File: src/rtl/tag_free_list.sv
// Free list of physical register tags: a circular FIFO of free tags, plus an
// in-list bitmap that rejects double frees. It is refilled from ROB retirement
// and drained by rename.
module tag_free_list #(
  parameter  int NUM_TAGS       = 64,
  parameter  int FIRST_FREE_TAG = 32,
  localparam int TAG_W          = $clog2(NUM_TAGS),
  localparam int CNT_W          = $clog2(NUM_TAGS + 1)
) (
  input  logic             clk,
  input  logic             reset_n,
  input  logic [TAG_W-1:0] freed_tag_1,
  input  logic [TAG_W-1:0] freed_tag_2,
  input  logic             alloc_req,
  output logic             alloc_valid,
  output logic [TAG_W-1:0] alloc_tag,
  output logic [CNT_W-1:0] free_count,
  output logic             error
);

  localparam int NUM_FREE = NUM_TAGS - FIRST_FREE_TAG;

  typedef logic [NUM_TAGS-1:0][TAG_W-1:0] list_t;

  list_t                mem_q,    mem_d;
  logic [NUM_TAGS-1:0]  bitmap_q, bitmap_d;
  logic [TAG_W-1:0]     head_q,   head_d;
  logic [TAG_W-1:0]     tail_q,   tail_d;
  logic [CNT_W-1:0]     count_q,  count_d;
  logic                 error_q,  error_d;

  logic                 do_pop;
  logic                 t1_nz, t2_nz;
  logic                 t1_dup, t2_dup;
  logic                 push1, push2;
  logic                 t1_ovf, t2_ovf;
  logic [CNT_W:0]       room, room2;

  // Pointer advance modulo NUM_TAGS; does not rely on NUM_TAGS being a power of two.
  function automatic logic [TAG_W-1:0] ptr_add(input logic [TAG_W-1:0] p,
                                                input logic [1:0]       inc);
    logic [TAG_W:0] s;
    s = {1'b0, p} + (TAG_W + 1)'(inc);
    if (s >= (TAG_W + 1)'(NUM_TAGS))
      s = s - (TAG_W + 1)'(NUM_TAGS);
    return s[TAG_W-1:0];
  endfunction

  function automatic list_t reset_list();
    list_t r;
    for (int i = 0; i < NUM_TAGS; i++)
      r[i] = (i < NUM_FREE) ? TAG_W'(FIRST_FREE_TAG + i) : '0;
    return r;
  endfunction

  function automatic logic [NUM_TAGS-1:0] reset_bitmap();
    logic [NUM_TAGS-1:0] r;
    for (int t = 0; t < NUM_TAGS; t++)
      r[t] = (t >= FIRST_FREE_TAG);
    return r;
  endfunction

  always_comb begin
    do_pop = alloc_req && (count_q != '0);
    t1_nz  = (freed_tag_1 != '0);
    t2_nz  = (freed_tag_2 != '0);
    t1_dup = t1_nz && bitmap_q[freed_tag_1];
    // When both ports free the same tag, only port 1's copy can get in.
    t2_dup = t2_nz && (bitmap_q[freed_tag_2] || (freed_tag_2 == freed_tag_1));

    // Free slots after this cycle's pop, handed out to port 1 first.
    room   = (CNT_W + 1)'(NUM_TAGS) - {1'b0, count_q} + (CNT_W + 1)'(do_pop);
    push1  = t1_nz && !t1_dup && (room != '0);
    t1_ovf = t1_nz && !t1_dup && (room == '0);
    room2  = room - (CNT_W + 1)'(push1);
    push2  = t2_nz && !t2_dup && (room2 != '0);
    t2_ovf = t2_nz && !t2_dup && (room2 == '0);

    mem_d    = mem_q;
    bitmap_d = bitmap_q;
    if (do_pop)
      bitmap_d[mem_q[head_q]] = 1'b0;
    if (push1) begin
      mem_d[tail_q]         = freed_tag_1;
      bitmap_d[freed_tag_1] = 1'b1;
    end
    if (push2) begin
      mem_d[ptr_add(tail_q, {1'b0, push1})] = freed_tag_2;
      bitmap_d[freed_tag_2]                 = 1'b1;
    end

    head_d  = ptr_add(head_q, {1'b0, do_pop});
    tail_d  = ptr_add(tail_q, {1'b0, push1} + {1'b0, push2});
    count_d = count_q - CNT_W'(do_pop) + CNT_W'(push1) + CNT_W'(push2);
    error_d = error_q | (alloc_req && !do_pop) | t1_dup | t2_dup | t1_ovf | t2_ovf;
  end

  always_ff @(posedge clk or negedge reset_n) begin
    if (!reset_n) begin
      mem_q    <= reset_list();
      bitmap_q <= reset_bitmap();
      head_q   <= '0;
      tail_q   <= TAG_W'(NUM_FREE % NUM_TAGS);
      count_q  <= CNT_W'(NUM_FREE);
      error_q  <= 1'b0;
    end else begin
      mem_q    <= mem_d;
      bitmap_q <= bitmap_d;
      head_q   <= head_d;
      tail_q   <= tail_d;
      count_q  <= count_d;
      error_q  <= error_d;
    end
  end

  // The head entry is presented directly, so a freshly pushed tag appears only after the edge.
  assign alloc_valid = (count_q != '0);
  assign alloc_tag   = alloc_valid ? mem_q[head_q] : '0;
  assign free_count  = count_q;
  assign error       = error_q;

endmodule
File: config.mk
export PLATFORM = sky130hd
export DESIGN_NAME = tag_free_list
export DESIGN_NICKNAME = d
export VERILOG_FILES = /design/src/rtl/tag_free_list.sv
export SDC_FILE = /design/constraint.sdc
export NUM_CORES = 1
export LEC_CHECK = 0
export BUFFER_PORTS_ARGS = -buffer_cell sky130_fd_sc_hd__buf_2
export CELL_PAD_IN_SITES_DETAIL_PLACEMENT = 1
export CELL_PAD_IN_SITES_GLOBAL_PLACEMENT = 2
export CORE_MARGIN = 2
export CORE_UTILIZATION = 49
export DETAILED_ROUTE_END_ITERATION = 8
export PLACE_DENSITY_LB_ADDON = 0.1
export SYNTH_ARGS = -nofsm -noshare
export SYNTH_HDL_FRONTEND = slang
export SYNTH_SLANG_ARGS = --single-unit
File: constraint.sdc
create_clock -name clk -period 13.54 [get_ports clk]
set_clock_uncertainty 0.2 [all_clocks]
set_input_delay 2.708 -clock clk [delete_from_list [all_inputs] [get_ports clk]]
set_output_delay 2.708 -clock clk [all_outputs]
set_load 0.05 [all_outputs]
---- Word-level counts from Yosys, hierarchy flattened ----
Cells that the tools add are included.
operators by class
  bitwise logic cells ..................... 9
  reductions and logical operators ........ 26
  add/subtract/negate cells ............... 13
  equal/unequal tests ..................... 1
  order comparisons ....................... 14
  mux-type cells .......................... 28
operators by type and width
  cell                 number
  $bwmux 384           2
  $mux 384             2
  $mux 64              3
  $or 64x64->64        2
  $demux 6 s6          2
  $and 64x64->64       1
  $not 64->64          1
  $mux 6               8
  $lt 6x7->1 const B   6
  $bmux 6 s6           1
  $ge 6x1->1 const B   5
  $ge 7x7->1 const B   3
  $demux 1 s6          3
  $sub 6x1->6 const B  3
  $logic_not 8->1      2
  $reduce_bool 8->1    2
  $logic_and 1x1->1    15
  $add 6x1->7          2
  $add 7x1->7          2
  $bmux 1 s6           2
  $reduce_bool 6->1    2
  $add 8x1->8          1
  $sub 7x7->8 const A  1
  $sub 8x1->8          1
  other kinds (9)      19
word-level totals
  bits of input ports ..................... 15
  output and inout bits ................... 15
  flip-flop bits (word level) ............. 468
  word-level logic and storage cells ...... 160

---- Longest topological paths before layout ----
Gate-level depths: netlist of the first run.
  depth in word-level cells ............... 16
  mapped depth ............................ 35
  depth with buffers taken out ............ 31

---- Least setup slack after synthesis of the first run ----
Ideal clock, no wire load.
  kind .................................... input to register
  from .................................... in alloc_req
  to ...................................... reg count_q[6] (netlist: free_count[6])
  setup time .............................. 0.079 ns
  path slack .............................. 6.322 ns
  arrival ................................. 6.939 ns
  path buffers ............................ 4
  cell stages on the path ................. 30
  cells stage by stage .................... nand2_1 ha_1 inv_1 ha_1 nand2_1 xnor2_1 or3_1 o31a_1 nand3_2 buf_6 buf_6 nor2_1 ha_1 xor2_1 nand2_1 nor3_1 a211oi_1 buf_2 buf_2 nand2_1 fa_1 inv_1 fa_1 a21oi_1 nor2_1 nor2_1 nor2_1 nor2_1 o21bai_1 xor2_1
on the way
  cells in the longest elaborated chain, start to end .. 8
  elaborated cells between the ends (all ways) .. 10
ends and longest elaborated chain
  what                   RTL line  RTL
  start, declared        14        input logic alloc_req,
  $logic_and 1x1->1 (*)  64        do_pop = alloc_req && (count_q != '0);
  $add 8x1->8            72        room = (CNT_W + 1)'(NUM_TAGS) - {1'b0, count_q} + (CNT_W + 1)'(do_pop);
  $reduce_bool 8->1      73        push1 = t1_nz && !t1_dup && (room != '0);
  $logic_and 1x1->1      73
  $sub 8x1->8            75        room2 = room - (CNT_W + 1)'(push1);
  $reduce_bool 8->1      76        push2 = t2_nz && !t2_dup && (room2 != '0);
  $logic_and 1x1->1      76
  $add 7x1->7 (*)        94        count_d = count_q - CNT_W'(do_pop) + CNT_W'(push1) + CNT_W'(push2);
  via count_d[6]         29        logic [CNT_W-1:0] count_q, count_d;
  end signal, assigned   104       count_q <= CNT_W'(NUM_FREE);
  end signal, assigned   111       count_q <= count_d;
  end, declared          29
Mark *: on every way through the listed nets, which the timed path passes. The rest lies on a longest branch.

---- Final worst setup path of the first run ----
  from .................................... in freed_tag_1[2]
  to ...................................... reg count_q[6] (netlist: free_count[6])
on the way
  cells in the longest elaborated chain, start to end .. 10
  elaborated cells between the ends (all ways) .. 17
ends and longest elaborated chain
  what                            RTL line  RTL
  start, declared                 12        input logic [TAG_W-1:0] freed_tag_1,
  $bmux 1 s6                      67        t1_dup = t1_nz && bitmap_q[freed_tag_1];
  $mux 1 (not written as such)    67
  $logic_and 1x1->1               67
  $logic_not 1->1                 73
  $logic_and 1x1->1 (2 in a row)  73
  $sub 8x1->8                     75
  $reduce_bool 8->1               76
  $logic_and 1x1->1               76
  $add 7x1->7 (*)                 94
  via count_d[6]                  29
Mark *: on every way through the listed nets, which the timed path passes. The rest lies on a longest branch. The select of a mux whose other input is x is not followed.

==> metrics.txt, run 1 <==
fin nets=approximately 2.3k; final worst-path cycle share=0.6425; XOR/XNOR share of the synthesized area=0.008165; Non-Filler Instances=roughly 3.1k; Hold Crit Depth=1; setup slack at placement=4228 ps; clk sinks=468; Mapped Area=just under 0.03 mm2; fraction of the mapped netlist area in simple logic gates=0.07910; relative slew slack=0.1116; Slew @ Worst Pin=around 1300 ps; Routed Antenna Nets=0; pwr dens=~270 mW/mm2; CTS Buf Count=54; Hold Crit Class=flip-flop to flip-flop; synth unique cells=68; boundary pin count=30; gr usage total=0.3260; DR vias=just over 20k; share of layout cells above drive strength 1=0.3816; worst-case reg-to-reg path depth=33; Detailed Route WL=about 98000 um; CP Class=primary input to flip-flop; Die Area=~0.061 mm2; Clock transition at path regs=60 ps; Root Buffer=clkbuf_16; Hold Fails Final Rpt=0; DR pass1 iterations=5; post-synthesis net count=~2.4k; total gr overflow=0; Seq pwr share=0.339; Cell Int Power=about 5.0 mW; reg2reg start=free_count[2]$_DFF_PN0_; fraction of the mapped netlist area in adder cells=0.01071; Die X=about 250 um; post-DP HPWL=roughly 63000 um; vias in the first global route=~22k; Leak Pwr=~14 nW; Compound-Gate Fraction of Synth Area=0.06411; Core Util, Final=0.5316; P&R area growth vs syn=7.716%; post-route minimum period=around 8700 ps; Critical Path AT=between 9000 and 10000 ps; mux contribution to synthesized area=0.3877; Worst-Skew Late Latency=630 ps; Synth Flop Type=dfrtp_1; final worst slack=4840 ps; number of flops mapped to enable cells by yosys=0; Initial DRC Count=1448; combinational power share=0.477; clock power share=0.184; post-synthesis sequential area ratio=0.4107; Peak VDD IR=around 0.36 mV; Setup TNS Final=0 ps; hold_sp=bitmap_q[0]$_DFF_PN0_; routed length per placed instance=between 30 and 40 um; Max Clock Freq=approximately 110 MHz; switching power=about 3.4 mW; R2R setup slack=around 5700 ps; Rows=89; H-tree Lvls=2; CP max FO=81; R2R Path End=free_count[6]$_DFF_PN0_; # DRC=0; crit start category=primary input; CTS tree=built; max-cap violation count=0; Routability Congestion=roughly 0.9; Net Sw Frac=0.4055; Starting Density=0.4935; Clock Path Buffers=3; Core Area=0.05869 mm2; main combinational cell family by area after synthesis=multiplexers; initial antenna violation count=0; largest net degree at the start of global routing=approximately 160; Endpoint, Worst Hold=bitmap_q[0]$_DFF_PN0_; Mapped Cells=about 2.4k; CTS resizes=0; Ys Warns=0; RSZ-0062 raised after global routing=no; placed cells=2990; Avg Cell Area, Syn=12.07 um2; CP required=approximately 14000 ps; synthesized flop and latch total=468; port bufs=29; placed inst area=approximately 0.029 mm2; # Post-CTS Setup Buffers=0; final instance area=approximately 0.031 mm2; CTS Hold Bufs=0; async set-reset flop share out of synthesis=1.000; Setup crit end kind=flip-flop; max-slew violations=0; Die H=247.1 um; first-pass GRT wire length=approximately 150000 um; Tot Pwr=roughly 8.4 mW; Setup Viol. Count Final=0; via/cell ratio=roughly 6.6; hold_ws=roughly 340 ps; status=completed; Fill cells=slightly below 6k
power groups by stage:
stage | combinational, mW | clock, mW | sequential (mW)
2_1_floorplan | 2.82 | 0 | 2.58
3_3_place_gp | 3.80 | 0 | 2.79
3_5_place_dp | 3.92 | 0 | 2.84
4_1_cts | 3.95 | 1.57 | 2.82
5_1_grt | 4.23 | 1.62 | 2.92
6_report | 3.99 | 1.54 | 2.83
cells in the mapped netlist, types with 5 or more instances:
cell type  instances  share of area
ha_1              20         0.0086
nand3b_1          25         0.0065
or3_1              9         0.0019
dfstp_2          146           0.13
nor4_2             5         0.0022
a31oi_1            7         0.0015
dfrtp_1          322           0.28
or4_1             59          0.015
nand2_1           97          0.013
mux2_4            28          0.015
nor3b_1            6         0.0016
a22oi_1           17         0.0044
nor2_1            86          0.011
nand4_1            8         0.0017
a21oi_1            8         0.0014
nor3_1             9         0.0016
a211oi_1          10         0.0026
mux2_1            62          0.024
nand3_1           43         0.0074
buf_6              6         0.0023
buf_1             13         0.0017
and3_1             8         0.0017
and2_1             7         0.0015
mux2i_1          308           0.11
inv_1             33         0.0043
mux4_2            92          0.072
clkbuf_1         166          0.022
o22ai_1            8         0.0017
nand2b_1          14         0.0030
xnor2_1           15         0.0045
xor2_1            12         0.0036
buf_2             54         0.0093
nor2b_1           20         0.0043
or2_2             15         0.0032
o21ai_0           73          0.013
mux2_2           440           0.17
a221oi_1          19         0.0057
o221ai_1          71          0.021
a22o_1             7         0.0021
worst max-delay path, cell delays in order:
cell and delay (ps):
buf_4 240, buf_4 750, inv_1 350, o32a_1 410, a31o_2 240, and4_1 210, nand3_2 60, buf_4 570
nor2_1 210, ha_1 270, xor2_1 160, nand2_1 80, nor3_1 60, a211oi_4 220, buf_4 690, nand2_1 250
fa_1 430, inv_1 110, fa_1 230, a21oi_1 80, nor2_1 100, nor2_1 70, nor2_1 90, nor2_1 40
o21bai_1 140, xor2_1 170
sequential cells by signal, summed over array words and instances (netlist names):
register    count
head_q          6
tail_q          6
error           1
free_count      7
bitmap_q       64
mem_q         384
cell type report:
type	instances	area, um2	share of cell area
multi-input combinational	1657	15940	0.5110
sequential	468	11900	0.3815
clock buffer	81	1553	0.04977
tap	773	967.2	0.03100
timing repair buffer	58	395.4	0.01267
clock inverter	21	300.3	0.009626
inverter	34	127.6	0.004091
antenna	3	7.507	0.0002406
worst max-delay path by stage:
stage	startpoint	endpoint	slack, ps	cells past startpoint
2_1_floorplan	alloc_req	free_count[6]$_DFF_PN0_	6320	30
3_3_place_gp	freed_tag_1[2]	free_count[6]$_DFF_PN0_	4400	26
3_5_place_dp	freed_tag_1[2]	free_count[6]$_DFF_PN0_	4230	26
4_1_cts	freed_tag_1[2]	free_count[6]$_DFF_PN0_	4830	26
5_1_grt	freed_tag_1[2]	free_count[6]$_DFF_PN0_	4290	26
6_report	freed_tag_1[2]	free_count[6]$_DFF_PN0_	4840	26
cell usage in the layout, fill, tap and decap left out, types with 54 or more instances in the layout:
master / count
o221ai_1: 71
mux2i_1: 308
or4_1: 59
o21ai_0: 73
mux2_2: 440
dfrtp_1: 319
dfstp_2: 146
nor2_1: 85
mux2_1: 62
clkbuf_16: 54
mux4_2: 92
nand2_1: 97
per-layer routing:
metal | track usage | share of wire
met1 | 0.4492 | 0.44
met5 | 0 | 0
met4 | 0.1194 | 0.037
met3 | 0.05416 | 0.053
met2 | 0.5175 | 0.47
cell families (layout without fill, tap and decap cells):
family,Yosys count,count (layout)
muxes,930,930
DFF,468,468
and+or+nand+nor,423,423
buffers and inverters,274,194
AOI/OAI and AO/OA,254,254
xor gates and xnor gates,27,27
adders and majority gates,23,23
other,0,3
(Power assumes the default switching activity.)
==> inputs of run 2 (changes only) <==
--- a/config.mk
+++ b/config.mk
@@ -9,7 +9,7 @@
 export CELL_PAD_IN_SITES_DETAIL_PLACEMENT = 1
 export CELL_PAD_IN_SITES_GLOBAL_PLACEMENT = 2
 export CORE_MARGIN = 2
-export CORE_UTILIZATION = 49
+export CORE_UTILIZATION = 41
 export DETAILED_ROUTE_END_ITERATION = 8
 export PLACE_DENSITY_LB_ADDON = 0.1
 export SYNTH_ARGS = -nofsm -noshare
==> constraint.sdc (replaced) <==
create_clock -name clk -period 7.3 [get_ports clk]
set_clock_uncertainty 0.2 [all_clocks]
set_input_delay 1.46 -clock clk [delete_from_list [all_inputs] [get_ports clk]]
set_output_delay 1.46 -clock clk [all_outputs]
set_load 0.05 [all_outputs]
==> run 2 against run 1 <==
  * Hold slack got worse by 2.6 ps
  * Clock power rose by 87%
  * Sequential share of layout area fell by 0.47 points
  * Combinational power rose by 89%
  * Design area rose by 1.2%
  * Via count rose by 1.4%
  * Cell count rose by 6.1%
  * Critical path depth fell by 4
  * Die area rose by 19%
  * Count of clock-buffer cells in the layout rose by 22
  * Flip-flop and latch count did not move
  * First-iteration DRC count rose by 6.3%
  * Critical path type is now flip-flop to flip-flop
  * Critical endpoint is now mem_q[370]$_DFF_PN0_
  * Largest cell class unchanged
  * Largest power group unchanged
==> metrics.txt, run 2 (same netlist as run 1, synthesis figures left out) <==
post-route minimum period=about 6800 ps; max-slew violations=0; Core Area=~0.07 mm2; DR vias=around 21k; initial antenna violation count=6; clk sinks=468; Hold Fails Final Rpt=0; Hold Crit Class=flip-flop to flip-flop; reg2reg start=free_count[2]$_DFF_PN0_; CP max FO=9; Max Clock Freq=between 100 and 150 MHz; relative slew slack=0.1828; Routability Congestion=0.8920; hold_ws=336.7 ps; hold_sp=bitmap_q[0]$_DFF_PN0_; post-DP HPWL=just under 70000 um; via/cell ratio=6.358; total gr overflow=0; max reg flops=384; first-pass GRT wire length=159400 um; Initial DRC Count=roughly 1.5k; CP required=around 7600 ps; CTS Buf Count=57; CP Class=flip-flop to flip-flop; Endpoint, Worst Hold=bitmap_q[0]$_DFF_PN0_; largest net degree at the start of global routing=around 160; H-tree Lvls=2; DR pass1 iterations=5; P&R area growth vs syn=9.051%; worst-case reg-to-reg path depth=22; Setup TNS Final=0 ps; most frequent cells in the layout=mux2_2, dfrtp_1, mux2i_1; crit start category=flip-flop; routed length per placed instance=32.45 um; pwr dens=just under 500 mW/mm2; Slew @ Worst Pin=around 1200 ps; Root Buffer=clkbuf_16; Leak Pwr=~14 nW; Hold Crit Depth=1; Rows=97; Detailed Route WL=approximately 110000 um; Setup Viol. Count Final=0; Tot Pwr=15.71 mW; Fill cells=about 7.3k; share of layout cells above drive strength 1=0.3826; CTS tree=built; Die X=roughly 270 um; Top reg by flops=mem_q; gr usage total=0.2919; R2R setup slack=around 550 ps; vias in the first global route=~23k; Critical Path AT=around 7100 ps; final worst slack=about 550 ps; max-cap violation count=0; fin nets=2331; Die Area=0.07278 mm2; Routed Antenna Nets=0; Starting Density=0.4136; status=completed; boundary pin count=30; Peak VDD IR=around 0.44 mV; leading cell type in the layout, fill and taps excluded=mux2_2; Clock Path Buffers=3; setup slack at placement=around 450 ps; Clock transition at path regs=around 60 ps; RSZ-0062 raised after global routing=no; Setup crit end kind=flip-flop; R2R Path End=mem_q[370]$_DFF_PN0_; Worst-Skew Late Latency=between 600 and 700 ps; final worst-path cycle share=0.9249; port bufs=29; Die H=between 200 and 300 um; # DRC=0
## run 2: worst max path at each step
| stage | startpoint | to | slack, ps | depth (start not counted) |
|---|---|---|---|---|
| 2_1_floorplan | free_count[3]$_DFF_PN0_ | free_count[6]$_DFF_PN0_ | 710 | 35 |
| 3_3_place_gp | free_count[2]$_DFF_PN0_ | mem_q[368]$_DFF_PN0_ | 650 | 22 |
| 3_5_place_dp | free_count[2]$_DFF_PN0_ | mem_q[370]$_DFF_PN0_ | 450 | 22 |
| 4_1_cts | free_count[2]$_DFF_PN0_ | mem_q[370]$_DFF_PN0_ | 420 | 22 |
| 5_1_grt | free_count[2]$_DFF_PN0_ | mem_q[370]$_DFF_PN0_ | 200 | 22 |
| 6_report | free_count[2]$_DFF_PN0_ | mem_q[370]$_DFF_PN0_ | 550 | 22 |
## run 2: layout make-up
type | count | area, um2 | area share
Sequential cell | 468 | 11900 | 0.3769
Tap cell | 940 | 1176 | 0.03724
Clock inverter | 5 | 82.58 | 0.002615
Multi-Input combinational cell | 1657 | 15950 | 0.5050
Clock buffer | 103 | 1782 | 0.05641
Inverter | 34 | 127.6 | 0.004041
Antenna cell | 1 | 2.502 | 0.00007923
Timing Repair Buffer | 75 | 560.5 | 0.01775
## run 2: repair_timing
action | in CTS | in global routing
hold endpoints to repair | 0 | 0
setup buffers | 0 | 0
resized for setup | 0 | 1
hold buffers | 0 | 0
endpoints found under the setup margin | 0 | 53
## run 2: critical path, stage by stage, from the launching register on
cell      delay (ps)
dfrtp_1          430
inv_1            130
ha_1             200
nand2_1           80
nor4_2           440
inv_1            190
nand2_1          280
ha_1             200
inv_1             40
ha_1             210
nand3_1          110
nor4_1            70
a31oi_1          540
o31a_1           270
nand3_2          120
nor2_1           380
ha_1             330
ha_1             310
o21ai_0          190
a32oi_1          850
buf_4            320
nand3b_1         340
mux2_2           390
## run 2: routing by layer
layer	GRT usage	routed length [um]	vias to the layer above	part of all wire
li1	-	-	8845	-
met1	0.4016	47620	11250	0.45
met2	0.4753	50270	573	0.47
met3	0.03992	4982	200	0.047
met4	0.09678	3622	2	0.034
met5	0	19	-	0.00018
## run 2: metrics by stage
| step | area [um2] | cells | utilization |
|---|---|---|---|
| after floorplan | 28960 | 2399 | - |
| after global placement | 29710 | 3174 | 0.4243 |
| after detailed placement | 29710 | 3174 | 0.4243 |
| after CTS | 31570 | 3282 | 0.4509 |
| after global routing | 31580 | 3282 | 0.4510 |
| final | 31580 | 3283 | 0.4510 |
## run 2: power breakdown
part	switching, mW	leakage [nW]	internal, mW
Clock	1.18	0.904	1.70
Combinational	4.21	7.60	3.34
Sequential	1.05	5.34	4.24
==> inputs of run 3 (changes only) <==
--- a/config.mk
+++ b/config.mk
@@ -12,6 +12,7 @@
 export CORE_UTILIZATION = 41
 export DETAILED_ROUTE_END_ITERATION = 8
 export PLACE_DENSITY_LB_ADDON = 0.1
+export RECOVER_POWER = 50
 export SYNTH_ARGS = -nofsm -noshare
 export SYNTH_HDL_FRONTEND = slang
 export SYNTH_SLANG_ARGS = --single-unit
==> run 3 against run 2 <==
  * The run now ends with capacitance limit, slew limit left
  * Design area down 0.11%
  * Via count fell by 0.45%
  * Cell count is essentially flat
  * Combinational power hardly changed
  * Critical path depth did not move
  * First-iteration DRC count up 4.9%
  * Largest cell class unchanged
==> metrics.txt, run 3 (same netlist as run 1, synthesis figures left out) <==
Rows=between 90 and 100; switching power=between 6 and 7 mW; Leak Pwr=around 14 nW; max-cap violation count=3; P&R area growth vs syn=8.926%; Die X=about 270 um; crit start category=flip-flop; Hold Crit Class=flip-flop to flip-flop; Setup Viol. Count Final=0; Top reg by flops=mem_q; failing checks=capacitance limit, slew limit; DR vias=slightly above 20k; Setup crit end kind=flip-flop; RSZ-0062 raised after global routing=no; max-slew violations=between 300 and 400; clk sinks=about 470; Worst-Skew Late Latency=630 ps; max reg flops=between 300 and 400; relative slew slack=-1.804; Peak VDD IR=roughly 0.44 mV; Clock Path Buffers=3; post-DP HPWL=between 60000 and 70000 um; H-tree Lvls=2; sum of buffers and inverters on the critical path=4; Clock transition at path regs=around 60 ps; # Post-CTS Setup Buffers=0; clock power share=0.183; Initial DRC Count=around 1.6k; share of layout cells above drive strength 1=0.3804; gr usage total=0.2919; Top Family by Delay on Critical Path=simple AND/OR/NAND/NOR gates; CTS tree=built; port bufs=29; most frequent cells in the layout=mux2_2, dfrtp_1, mux2i_1; placed inst area=slightly below 0.03 mm2; CP startpoint=free_count[2]$_DFF_PN0_; Die Area=0.07278 mm2; first-pass GRT wire length=roughly 160000 um; Starting Density=0.4136; Die H=around 270 um; via/cell ratio=~6.3; Cell Int Power=9.277 mW; Critical Path AT=just over 7000 ps; final worst-path cycle share=0.9231; combinational power share=0.479; routed length per placed instance=between 30 and 40 um; Routability Congestion=between 0.8 and 0.9; Routed Antenna Nets=0; fin nets=roughly 2.3k; # DRC=0; Net Sw Frac=0.4090; hold_sp=bitmap_q[0]$_DFF_PN0_; final worst slack=about 560 ps; Seq pwr share=0.337; Setup TNS Final=0 ps; pwr dens=~500 mW/mm2; Core Area=0.07003 mm2; total gr overflow=0; cell mode on critical path=ha_1; leading cell type in the layout, fill and taps excluded=mux2_2; status=complete, but fails checks; Hold Fails Final Rpt=0; vias in the first global route=22.57k; CP required=approximately 7600 ps; Max Clock Freq=approximately 150 MHz; Slew @ Worst Pin=4206 ps; critical path cell sequence=inv_1 -> ha_1 -> nand2_1 -> nor4_2 -> inv_1 -> nand2_1 -> ha_1 -> inv_1 -> ha_1 -> nand3_1 -> nor4_1 -> a31oi_1 -> o31a_1 -> nand3_2 -> nor2_1 -> ha_1 -> ha_1 -> o21ai_0 -> a32oi_1 -> buf_4 -> nand3b_1 -> mux2_2; CP Class=flip-flop to flip-flop; DR pass1 iterations=5; reg2reg start=free_count[2]$_DFF_PN0_; post-route minimum period=6739 ps; max incr delay on CP=about 830 ps; CP max FO=9; Root Buffer=clkbuf_16; setup slack at placement=roughly 450 ps; initial antenna violation count=6; final instance area=about 0.032 mm2; slowest cell on the critical path=a32oi_1; boundary pin count=30; Detailed Route WL=~110000 um; largest net degree at the start of global routing=around 160; CTS Buf Count=between 50 and 60
## run 3: cell count changes in the layout (fill, tap and decap cells not counted), sizes merged
cell / change
buf: -7
diode: +2
clkbuf: +7
## run 3: final cells by class
class	instances	area, um2
Timing Repair Buffer	75	519.2
Sequential cell	468	11900
Inverter	34	127.6
Tap cell	940	1176
Fill cell	7267	38480
Clock inverter	5	82.58
Multi-Input combinational cell	1657	15950
Antenna cell	3	7.507
Clock buffer	103	1782
## run 3: final timing paths
path	depth (start not counted)	to	slack [ps]
max in group asynchronous	2	mem_q[116]$_DFF_PN0_	1510
min in group asynchronous	1	bitmap_q[3]$_DFF_PN0_	690
worst min register to register	1	bitmap_q[0]$_DFF_PN0_	340
worst min-delay path	1	bitmap_q[0]$_DFF_PN0_	340
worst max register to register	22	mem_q[370]$_DFF_PN0_	560
worst max-delay path	22	mem_q[370]$_DFF_PN0_	560
## run 3: layer usage
| layer | share of wire | vias to the layer above | GRT usage | wire [um] |
|---|---|---|---|---|
| met5 | 0.00018 | - | 0 | 19 |
| met4 | 0.033 | 2 | 0.09678 | 3475 |
| met3 | 0.046 | 196 | 0.03992 | 4932 |
| met2 | 0.47 | 552 | 0.4753 | 50200 |
| met1 | 0.45 | 11180 | 0.4016 | 47790 |
| li1 | - | 8847 | - | - |
## run 3: timing repair
action                                  CTS  global route
hold endpoints to repair                  0             0
hold buffers                              0             0
resized for setup                         0             1
endpoints found under the setup margin    0            53
## run 3: power by group through the flow
stage | clock network [mW] | logic, mW | registers (mW)
after floorplan | 0 | 5.24 | 4.79
after detailed placement | 0 | 7.47 | 5.30
after global placement | 0 | 7.30 | 5.23
after CTS | 2.94 | 7.51 | 5.28
after global routing | 3.04 | 7.97 | 5.46
final | 2.88 | 7.53 | 5.29
## run 3: stage by stage
stage / utilization / power [mW] / hold slack, ps / std cells
after floorplan: - / 10.03 / 267.2 / 2399
after global placement: 0.4243 / 12.53 / 318.6 / 3174
after detailed placement: 0.4243 / 12.78 / 313.3 / 3174
after CTS: 0.4509 / 15.73 / 329.1 / 3282
after global routing: 0.4504 / 16.48 / 347.7 / 3282
final: 0.4505 / 15.70 / 336.3 / 3285
